## src/rtl/i2c_pkg.sv

```systemverilog
`timescale 1ns/1ps
`default_nettype none
// +-----------------------------------------------------------------+
// | i2c_pkg : shared states and bus constants for the I2C target      |
// | Revision: 1.0                                                     |
// +-----------------------------------------------------------------+
package i2c_pkg;

  typedef enum logic [2:0] {
    ST_IDLE     = 3'd0,
    ST_DEV_ADDR = 3'd1,
    ST_REG_ADDR = 3'd2,
    ST_WR_DATA  = 3'd3,
    ST_RD_DATA  = 3'd4,
    ST_RD_ACK   = 3'd5,
    ST_ACK      = 3'd6
  } state_t;

  localparam logic I2C_RW_READ = 1'b1;
  localparam logic I2C_ACK     = 1'b0;
  localparam logic I2C_NACK    = 1'b1;

endpackage
`default_nettype wire

```

## src/rtl/i2c_line_cond.sv

```systemverilog
`timescale 1ns/1ps
`default_nettype none
// +-----------------------------------------------------------------+
// | i2c_line_cond : SCL/SDA synchronizers, edge and START/STOP detect |
// | Revision: 1.0                                                     |
// +-----------------------------------------------------------------+
module i2c_line_cond #(
  parameter int SYNC_STAGES = 2
) (
  input  logic clk,
  input  logic rst_n,
  input  logic scl_pad_i,
  input  logic sda_pad_i,
  output logic scl_rise,
  output logic scl_fall,
  output logic start_det,
  output logic stop_det,
  output logic sda_s
);

  logic [SYNC_STAGES-1:0] scl_sync;
  logic [SYNC_STAGES-1:0] sda_sync;
  logic                   scl_hist;
  logic                   sda_hist;
  logic                   scl_now;

  // Idle bus is high; resetting to 1 avoids a phantom edge after reset.
  always_ff @(posedge clk or negedge rst_n) begin
    if (!rst_n) begin
      scl_sync <= '1;
      sda_sync <= '1;
      scl_hist <= 1'b1;
      sda_hist <= 1'b1;
    end else begin
      scl_sync <= {scl_sync[SYNC_STAGES-2:0], scl_pad_i};
      sda_sync <= {sda_sync[SYNC_STAGES-2:0], sda_pad_i};
      scl_hist <= scl_sync[SYNC_STAGES-1];
      sda_hist <= sda_sync[SYNC_STAGES-1];
    end
  end

  assign scl_now   = scl_sync[SYNC_STAGES-1];
  assign sda_s     = sda_sync[SYNC_STAGES-1];
  assign scl_rise  = scl_now & ~scl_hist;
  assign scl_fall  = ~scl_now & scl_hist;
  assign start_det = scl_now & scl_hist & sda_hist & ~sda_s;
  assign stop_det  = scl_now & scl_hist & ~sda_hist & sda_s;

endmodule
`default_nettype wire

```

## src/rtl/i2c_slave_responder.sv

```systemverilog
`timescale 1ns/1ps
`default_nettype none
// +-----------------------------------------------------------------+
// | i2c_slave_responder : I2C target with auto-increment register bus |
// | Revision: 1.0                                                     |
// +-----------------------------------------------------------------+
module i2c_slave_responder
  import i2c_pkg::*;
#(
  parameter logic [6:0] DEV_ADDR    = 7'h39,
  parameter int         SYNC_STAGES = 2
) (
  input  logic       clk,
  input  logic       rst_n,
  input  logic       scl_pad_i,
  input  logic       sda_pad_i,
  output logic       sda_pad_o,
  output logic       sda_padoen_o,
  output logic       reg_wr,
  output logic [7:0] reg_addr,
  output logic [7:0] reg_wdata,
  output logic       reg_rd,
  input  logic [7:0] reg_rdata,
  output logic       busy
);

  logic scl_rise, scl_fall, start_det, stop_det, sda_s;

  i2c_line_cond #(.SYNC_STAGES(SYNC_STAGES)) u_line_cond (
    .clk       (clk),
    .rst_n     (rst_n),
    .scl_pad_i (scl_pad_i),
    .sda_pad_i (sda_pad_i),
    .scl_rise  (scl_rise),
    .scl_fall  (scl_fall),
    .start_det (start_det),
    .stop_det  (stop_det),
    .sda_s     (sda_s)
  );

  state_t     state, state_nxt, ack_next, ack_next_nxt;
  logic [3:0] bit_cnt, bit_cnt_nxt;
  logic [7:0] shift_reg, shift_nxt, tx_reg, tx_nxt, ptr, ptr_nxt;
  logic [7:0] reg_addr_nxt, reg_wdata_nxt, rx_byte;
  logic       phase, phase_nxt, sda_oen, sda_oen_nxt, busy_nxt;
  logic       rd_wait, rd_wait_nxt, reg_wr_nxt, reg_rd_nxt;

  assign rx_byte      = {shift_reg[6:0], sda_s};
  assign sda_pad_o    = 1'b0;
  assign sda_padoen_o = sda_oen;

  always_ff @(posedge clk or negedge rst_n) begin
    if (!rst_n) begin
      state     <= ST_IDLE;
      ack_next  <= ST_IDLE;
      bit_cnt   <= 4'd0;
      shift_reg <= 8'h00;
      tx_reg    <= 8'h00;
      ptr       <= 8'h00;
      phase     <= 1'b0;
      sda_oen   <= 1'b1;
      busy      <= 1'b0;
      rd_wait   <= 1'b0;
      reg_wr    <= 1'b0;
      reg_rd    <= 1'b0;
      reg_addr  <= 8'h00;
      reg_wdata <= 8'h00;
    end else begin
      state     <= state_nxt;
      ack_next  <= ack_next_nxt;
      bit_cnt   <= bit_cnt_nxt;
      shift_reg <= shift_nxt;
      tx_reg    <= tx_nxt;
      ptr       <= ptr_nxt;
      phase     <= phase_nxt;
      sda_oen   <= sda_oen_nxt;
      busy      <= busy_nxt;
      rd_wait   <= rd_wait_nxt;
      reg_wr    <= reg_wr_nxt;
      reg_rd    <= reg_rd_nxt;
      reg_addr  <= reg_addr_nxt;
      reg_wdata <= reg_wdata_nxt;
    end
  end

  always_comb begin
    state_nxt     = state;
    ack_next_nxt  = ack_next;
    bit_cnt_nxt   = bit_cnt;
    shift_nxt     = shift_reg;
    tx_nxt        = tx_reg;
    ptr_nxt       = ptr;
    phase_nxt     = phase;
    sda_oen_nxt   = sda_oen;
    busy_nxt      = busy;
    rd_wait_nxt   = reg_rd;   // parent returns read data one clk after reg_rd
    reg_wr_nxt    = 1'b0;
    reg_rd_nxt    = 1'b0;
    reg_addr_nxt  = reg_addr;
    reg_wdata_nxt = reg_wdata;

    if (stop_det) begin
      state_nxt   = ST_IDLE;
      sda_oen_nxt = I2C_NACK;
      busy_nxt    = 1'b0;
      bit_cnt_nxt = 4'd0;
      phase_nxt   = 1'b0;
    end else if (start_det) begin
      state_nxt   = ST_DEV_ADDR;
      sda_oen_nxt = I2C_NACK;
      bit_cnt_nxt = 4'd0;
      phase_nxt   = 1'b0;
    end else begin
      case (state)
        ST_DEV_ADDR, ST_REG_ADDR, ST_WR_DATA: begin
          if (scl_rise) begin
            shift_nxt   = rx_byte;
            bit_cnt_nxt = bit_cnt + 4'd1;
            if (bit_cnt == 4'd7) begin
              bit_cnt_nxt  = 4'd0;
              phase_nxt    = 1'b0;
              state_nxt    = ST_ACK;
              ack_next_nxt = ST_WR_DATA;
              if (state == ST_DEV_ADDR) begin
                if (rx_byte[7:1] == DEV_ADDR) begin
                  busy_nxt     = 1'b1;
                  ack_next_nxt = (rx_byte[0] == I2C_RW_READ) ? ST_RD_DATA : ST_REG_ADDR;
                end else begin
                  busy_nxt  = 1'b0;
                  state_nxt = ST_IDLE;
                end
              end else if (state == ST_REG_ADDR) begin
                ptr_nxt = rx_byte;
              end else begin
                reg_wr_nxt    = 1'b1;
                reg_addr_nxt  = ptr;
                reg_wdata_nxt = rx_byte;
                ptr_nxt       = ptr + 8'd1;
              end
            end
          end
        end
        // phase 0: waiting for the fall after bit 8; phase 1: ACK being driven
        ST_ACK: begin
          if (scl_fall) begin
            if (!phase) begin
              sda_oen_nxt = I2C_ACK;
              phase_nxt   = 1'b1;
            end else begin
              sda_oen_nxt = I2C_NACK;
              phase_nxt   = 1'b0;
              bit_cnt_nxt = 4'd0;
              state_nxt   = ack_next;
              if (ack_next == ST_RD_DATA) begin
                reg_rd_nxt   = 1'b1;
                reg_addr_nxt = ptr;
              end
            end
          end
        end
        // bit_cnt counts bits already placed on SDA; zero until data is captured
        ST_RD_DATA: begin
          if (rd_wait) begin
            tx_nxt      = reg_rdata;
            sda_oen_nxt = reg_rdata[7];
            ptr_nxt     = ptr + 8'd1;
            bit_cnt_nxt = 4'd1;
          end else if (scl_fall && (bit_cnt != 4'd0)) begin
            if (bit_cnt == 4'd8) begin
              sda_oen_nxt = I2C_NACK;
              bit_cnt_nxt = 4'd0;
              phase_nxt   = 1'b0;
              state_nxt   = ST_RD_ACK;
            end else begin
              tx_nxt      = {tx_reg[6:0], 1'b0};
              sda_oen_nxt = tx_reg[6];
              bit_cnt_nxt = bit_cnt + 4'd1;
            end
          end
        end
        ST_RD_ACK: begin
          if (scl_rise && !phase) begin
            if (sda_s == I2C_ACK) phase_nxt = 1'b1;
            else                  state_nxt = ST_IDLE;
          end else if (scl_fall && phase) begin
            phase_nxt    = 1'b0;
            bit_cnt_nxt  = 4'd0;
            state_nxt    = ST_RD_DATA;
            reg_rd_nxt   = 1'b1;
            reg_addr_nxt = ptr;
          end
        end
        default: ;
      endcase
    end
  end

endmodule
`default_nettype wire
```

## config.mk

```make
export PLATFORM = sky130hd
export DESIGN_NAME = i2c_slave_responder
export DESIGN_NICKNAME = d
export VERILOG_FILES = /design/src/rtl/i2c_pkg.sv /design/src/rtl/i2c_line_cond.sv /design/src/rtl/i2c_slave_responder.sv
export SDC_FILE = /design/constraint.sdc
export NUM_CORES = 1
export LEC_CHECK = 0
export ABC_AREA = 1
export ABC_CLOCK_PERIOD_IN_PS = 2120
export BUFFER_PORTS_ARGS = -buffer_cell sky130_fd_sc_hd__buf_2
export CAP_MARGIN = 20
export CORE_MARGIN = 1.5
export CORE_UTILIZATION = 55
export DETAILED_ROUTE_END_ITERATION = 6
export PLACE_DENSITY = 0.75
export SYNTH_ARGS = -nofsm -noshare
export SYNTH_HDL_FRONTEND = slang
export SYNTH_SLANG_ARGS = --single-unit
```

## constraint.sdc

```tcl
create_clock -name clk -period 2.12 [get_ports clk]
set_input_delay 0.424 -clock clk [delete_from_list [all_inputs] [get_ports clk]]
set_output_delay 0.424 -clock clk [all_outputs]
set_load 0.01 [all_outputs]
```

## Word level (Yosys, flattened, before mapping)

Cells that the tools add are included.

- Flip-flop bits (word level): 60
- Input bits: 12
- Output and inout bits: 21
- Logic and storage cells: 188

- $add $sub $neg: 2
- Equality and inequality tests: 35
- Mux-type cells: 92
- Bitwise logic cells: 15
- Reduce and logical (&&, ||, !) cells: 26

Operators with widths:

| operator | count |
|---|---|
| 8-bit two-way mux | 14 |
| 3-bit two-way mux | 17 |
| 4-bit two-way mux | 11 |
| 1-bit two-way mux | 40 |
| 4-bit inequality test, second input constant | 9 |
| 8-bit one-hot mux with 3 select lines | 1 |
| 2-bit inequality test, second input constant | 11 |
| 7-bit two-way mux | 3 |
| 7-bit AND reduction | 3 |
| 4-bit one-hot mux with 4 select lines | 1 |
| 8-bit one-hot mux with 2 select lines | 1 |
| 5-bit inequality test, second input constant | 3 |
| 5-bit AND reduction | 3 |
| 3-bit == test, second input constant | 4 |
| 3-bit one-hot mux with 4 select lines | 1 |
| 12-bit AND reduction | 1 |
| 2-bit nonzero test | 6 |
| 10-bit AND reduction | 1 |
| 9-bit AND reduction | 1 |
| 8-bit by 1-bit adder with 8-bit output, second input constant | 1 |
| 1-bit NOT | 8 |
| 4-bit nonzero test | 2 |
| 1-bit bitwise AND | 7 |
| 7-bit by 6-bit == test with 1-bit output, second input constant | 1 |
| 16 further kinds | 20 |

## Longest topological paths before layout

- Word-level depth: 8
- Mapped depth: 12

## Modules after synthesis

Synthesis repeated with hierarchy kept, for this count alone.

- Cell total of the unflattened synthesis: 407
- Area, all modules: 3210.6 sq um

Modules (own cells, without submodules):

| module | times used | cells an instance | area each (sq um) |
|---|---|---|---|
| i2c_slave_responder | 1 | 390 | 3011.6 |
| i2c_line_cond | 1 | 17 | 198.9 |

## Worst setup path after synthesis

Ideal clock, no wire load.

- Kind: register to register
- Start point: reg u_line_cond.scl_sync[1]
- End point: reg reg_addr[4]
- Arrival: 1.506 ns
- Path slack: 0.495 ns
- Cell stages (with the launch flop): 11
- Buffers on the path: 1
- Period minus slack after synthesis: 1.625 ns
- Cell sequence: dfstp_2 -> inv_2 -> nor2_4 -> nor2_2 -> nor2_2 -> nand2_2 -> a21oi_4 -> nand2_2 -> buf_6 -> nand2_2 -> o21ai_2

- Cells in the longest elaborated chain, start to end: 5
- Elaborated cells between the ends (all ways): 17
- Classes of those cells: 4 x eq/ne; 10 x bitwise; 3 x reduce/logical

Ends and longest elaborated chain:

| what | line | text |
|---|---|---|
| start: declaration | i2c_line_cond.sv:21 | `logic [SYNC_STAGES-1:0] scl_sync;` |
| start signal: assignment | i2c_line_cond.sv:35 | `scl_sync <= {scl_sync[SYNC_STAGES-2:0], scl_pad_i};` |
| 1-bit bitwise AND / 1-bit NOT (equally long branches) | i2c_line_cond.sv:46, i2c_line_cond.sv:47, i2c_line_cond.sv:45 |  |
| 1-bit bitwise AND (on tied branches) | i2c_line_cond.sv:47, i2c_line_cond.sv:45, i2c_line_cond.sv:46 |  |
| 1-bit bitwise AND, or another cell as far along | i2c_line_cond.sv:47 | `assign stop_det = scl_now & scl_hist & ~sda_hist & sda_s;` |
| 1-bit NOT (no line) / 2-bit inequality test (equally long branches) | - |  |
| 12-bit AND reduction (no line) * | - |  |
| end signal: assignment | i2c_slave_responder.sv:81 | `reg_addr <= reg_addr_nxt;` |
| end: declaration | i2c_slave_responder.sv:20 | `output logic [7:0] reg_addr,` |

Mark *: on every way between the ends. The rest lies on a longest branch, timed or not.
A chain may end at the register's enable or synchronous reset.

## Worst setup path after layout

- Start point: reg u_line_cond.sda_sync[1]
- End point: reg reg_addr[7]

- Cells in the longest elaborated chain, start to end: 4
- Elaborated cells between the ends (all ways): 6
- Classes of those cells: 5 x bitwise; 1 x reduce/logical

Ends and longest elaborated chain:

| what | line | text |
|---|---|---|
| start: declaration | i2c_line_cond.sv:22 | `logic [SYNC_STAGES-1:0] sda_sync;` |
| start signal: assignment | i2c_line_cond.sv:36 | `sda_sync <= {sda_sync[SYNC_STAGES-2:0], sda_pad_i};` |
| 1-bit NOT | i2c_line_cond.sv:46 | `assign start_det = scl_now & scl_hist & sda_hist & ~sda_s;` |
| 1-bit bitwise AND | i2c_line_cond.sv:46 |  |
| 1-bit NOT (no line) | - |  |
| 12-bit AND reduction (no line) * | - |  |

Marks and branches as above.

==> run summary <==
Largest net degree at the start of global routing = 43
Pre-Repair DR Iteration Count = 4
Number of distinct library cell variants in the gate-level netlist after synthesis = 40
All-Layer GR Usage = 25.57%
Overflow left after global routing = 0
Category of the critical setup timing path = flop to flop
Maximum vdd ir drop = 0.6427 mV
Weighted congestion reported at the end of routability-driven placement = 0.9723
Clock-pin slew reported for the worst setup and hold paths after clock tree synthesis = 0.07 ns
Final routed DRC violation total = 0
FF+latch count, synth = 60
Buffers from clock root to sink, at most = 2
Die extent in y = 79.58 um
End point of the critical path = reg_addr[7]$_DFFE_PN0P_
Post-detailed-route via-to-cell ratio = 5.258
Post-DP HPWL = 5364 um
First-iteration detailed-routing DRC count = 183
Count of inserted antenna diode cells = 0
Net count, final = 457
Critical Path Source = u_line_cond.sda_sync[1]$_DFF_PN1_
Minimum setup slack among reg-to-reg paths = 0.21 ns
Total of warnings raised by yosys = 0
DIE AREA = 0.006333 mm^2
Worst clock skew on the final layout = 0.01037 ns
Layout-stage area growth over the synthesis result = 13.34%
Post-synthesis instance area = 0.003226 mm^2
Largest registers ranked by flip-flop count = ptr: 8 flops, reg_addr: 8 flops, reg_wdata: 8 flops
Initial antenna violation count = 0
Tightest hold margin = 0.02192 ns
Placeable core region = 0.005574 mm^2
Number of violations of the max-capacitance limit = 0
Total power = 4.636 mW
Mapped Avg Cell Area = 8.024 um^2
Row cnt = 27
CP max FO = 11
Endpoint of the lowest-slack register-to-register path = reg_addr[7]$_DFFE_PN0P_
Final period utilization = 90.01%
Final core utilization = 65.59%
Achievable clock frequency = 0.5240 GHz
Worst endpoint required time = 2.35 ns
Initial cell density of the core = 57.87%
Buffer type at the clock tree root = sky130_fd_sc_hd__clkbuf_8
Minimum setup slack in the final design = 0.2118 ns
Via count = 2729
Cts-stage hold buffer count = 0
Crit path arrival time = 2.14 ns
Critical path capture point type = flop
Class of the tightest hold or removal check = input pin to asynchronous set/reset pin
Via count of the first global-routing pass = 2565
Number of buffers created by CTS = 9
Antenna-violating nets left = 0
CTS H-tree lvls = 3
Final setup violation count = 0
Sequential-to-total area share from yosys stat = 46.82%
Unrepaired setup endpoints after global routing = false
CP startpoint kind = flop
Critical register-to-register path startpoint = u_line_cond.sda_sync[1]$_DFF_PN1_
Outcome = completed
Post-Place Setup Slack = 0.2304 ns
Power density cells = 1268 mW/mm^2
Global-route wire length before repair = 12190 um
Final-layout setup total negative slack = 0 ns
Sum of routed wire length over all layers = 7248 um
Number of sinks driven by the clock tree = 60
Total leakage power = 1.862 nW
TritonCTS clock tree = done
Slew Viols, Final = 0
Total of buffers placed on input and output ports = 31
Wire length per cell after detailed routing = 13.97 um
Final count of hold timing violations = 0
Die W = 79.58 um
Total nets after synthesis = 417
Length in cells of the worst reg-to-reg path = 7
Share of cells above drive strength 1 = 22.37%
Number of instances in the synthesized netlist = 402
Period minus WS final = 1.908 ns
# IOs = 33
Clock latency at the later pin of the worst-skew pair = 0.34 ns
worst min-delay path by stage:
stage                                      startpoint                                end  slack (ns)  cells after the start
CTS                                             rst_n             bit_cnt[2]$_DFFE_PN0P_        0.04                      1
floorplan                                       rst_n            ack_next[0]$_DFFE_PN0P_        0.13                      0
finish                                          rst_n             bit_cnt[2]$_DFFE_PN0P_        0.02                      1
global placement    u_line_cond.scl_sync[0]$_DFF_PN1_  u_line_cond.scl_sync[1]$_DFF_PN1_        0.35                      0
detailed placement  u_line_cond.scl_sync[0]$_DFF_PN1_  u_line_cond.scl_sync[1]$_DFF_PN1_        0.35                      0
global route                                    rst_n             bit_cnt[2]$_DFFE_PN0P_        0.06                      1
cell usage after synthesis:
cell                       instances  share of area [%]
sky130_fd_sc_hd__a21oi_1          15                2.3
sky130_fd_sc_hd__xor2_1            3               0.81
sky130_fd_sc_hd__nor2_2            6                1.2
sky130_fd_sc_hd__o21ai_4           1               0.50
sky130_fd_sc_hd__dfrtp_1          53                 41
sky130_fd_sc_hd__nor2_1           28                3.3
sky130_fd_sc_hd__nand2_1         110                 13
sky130_fd_sc_hd__and3_1            1               0.19
sky130_fd_sc_hd__nor3_2            1               0.31
sky130_fd_sc_hd__buf_2             2               0.31
sky130_fd_sc_hd__nand2_4           2               0.70
sky130_fd_sc_hd__nand3_2           1               0.31
sky130_fd_sc_hd__o21ai_0          30                4.7
sky130_fd_sc_hd__and2_1            1               0.19
sky130_fd_sc_hd__o21ai_2          10                2.7
sky130_fd_sc_hd__nor3_1            2               0.31
sky130_fd_sc_hd__nand3_1          33                5.1
sky130_fd_sc_hd__o21bai_1          1               0.23
sky130_fd_sc_hd__buf_4             1               0.23
sky130_fd_sc_hd__dfstp_2           7                5.7
sky130_fd_sc_hd__o21ai_1           3               0.47
sky130_fd_sc_hd__xnor2_1           1               0.27
sky130_fd_sc_hd__nand2_2           6                1.2
sky130_fd_sc_hd__clkbuf_1          2               0.23
sky130_fd_sc_hd__o211ai_1          7                1.6
sky130_fd_sc_hd__inv_1            37                4.3
sky130_fd_sc_hd__clkinv_1          1               0.12
sky130_fd_sc_hd__inv_2             9                1.0
sky130_fd_sc_hd__conb_1            1               0.12
sky130_fd_sc_hd__nor2_4            3                1.0
sky130_fd_sc_hd__o21a_1            1               0.23
sky130_fd_sc_hd__buf_6             3                1.0
sky130_fd_sc_hd__o31ai_1           3               0.70
sky130_fd_sc_hd__a21boi_0          2               0.47
sky130_fd_sc_hd__nand4_1           7                1.4
sky130_fd_sc_hd__a21oi_4           1               0.50
sky130_fd_sc_hd__nor3_4            1               0.50
sky130_fd_sc_hd__o22ai_1           1               0.19
sky130_fd_sc_hd__ha_1              3                1.2
sky130_fd_sc_hd__nand3b_1          2               0.47
layout make-up:
cell class / count / area, um^2
Inverter: 47 / 176.4
Timing Repair Buffer: 37 / 212.7
Tap cell: 72 / 90.09
Clock inverter: 5 / 52.55
Sequential cell: 60 / 1510
Fill cell: 483 / 1918
Multi-Input combinational cell: 287 / 1483
Clock buffer: 11 / 131.4
through the flow:
stage / cells / cell area [um^2]
after floorplan: 402 / 3226
after global placement: 503 / 3470
after detailed placement: 503 / 3470
after CTS: 519 / 3654
after global routing: 519 / 3656
final: 519 / 3656
worst max-delay path, cell delays in order, from the launching register on:
cell	delay, ns
sky130_fd_sc_hd__dfstp_2	0.58
sky130_fd_sc_hd__inv_1	0.12
sky130_fd_sc_hd__nand4_1	0.11
sky130_fd_sc_hd__nand2_1	0.22
sky130_fd_sc_hd__nor3_4	0.37
sky130_fd_sc_hd__nand2_2	0.23
sky130_fd_sc_hd__nand2_1	0.12
sky130_fd_sc_hd__o21ai_2	0.05
layout by cell type (no fill, tap or decap), types with 2 or more instances in the layout:
cell type / n
sky130_fd_sc_hd__nand2_2: 7
sky130_fd_sc_hd__ha_1: 3
sky130_fd_sc_hd__clkbuf_8: 9
sky130_fd_sc_hd__inv_2: 9
sky130_fd_sc_hd__o21ai_2: 10
sky130_fd_sc_hd__clkinv_2: 3
sky130_fd_sc_hd__xor2_1: 3
sky130_fd_sc_hd__nand3_1: 33
sky130_fd_sc_hd__o31ai_1: 3
sky130_fd_sc_hd__o21ai_0: 30
sky130_fd_sc_hd__nand2_1: 109
sky130_fd_sc_hd__clkbuf_1: 2
sky130_fd_sc_hd__nor2_2: 6
sky130_fd_sc_hd__buf_2: 31
sky130_fd_sc_hd__nor3_1: 2
sky130_fd_sc_hd__nand4_1: 7
sky130_fd_sc_hd__dfstp_2: 7
sky130_fd_sc_hd__nand2_4: 2
sky130_fd_sc_hd__nand3b_1: 2
sky130_fd_sc_hd__nor2_1: 28
sky130_fd_sc_hd__a21boi_0: 2
sky130_fd_sc_hd__o211ai_1: 7
sky130_fd_sc_hd__a21oi_1: 15
sky130_fd_sc_hd__inv_1: 37
sky130_fd_sc_hd__o21ai_1: 3
sky130_fd_sc_hd__buf_4: 5
sky130_fd_sc_hd__dfrtp_1: 53
sky130_fd_sc_hd__nor2_4: 3
timing repair:
item,CTS,global route
setup endpoints to repair,0,1
setup buffers,0,0
gates resized for setup,0,1
per-layer routing:
| layer | vias up | share of wire [%] | global-route usage [%] |
|---|---|---|---|
| met2 | 51 | 48 | 41.02 |
| met1 | 1284 | 46 | 33.68 |
| met4 | 0 | 0.90 | 7.368 |
| met3 | 6 | 4.8 | 7.429 |
| met5 | - | 0 | 0 |
| li1 | 1388 | - | - |
power breakdown:
group,internal (mW),switching (mW)
clock network,0.537,0.438
logic,0.648,1.26
registers,1.47,0.282
total,2.66,1.98
cell families after synthesis:
kind of cell | after synthesis | share of synthesized area [%]
other | 1 | 0.1163
DFF | 60 | 46.82
AOI/OAI and AO/OA | 75 | 14.62
xor gates and xnor gates | 4 | 1.086
buffers and inverters | 55 | 7.292
and+or+nand+nor | 204 | 28.90
adders and majority gates | 3 | 1.164
(Power assumes the default switching activity.)
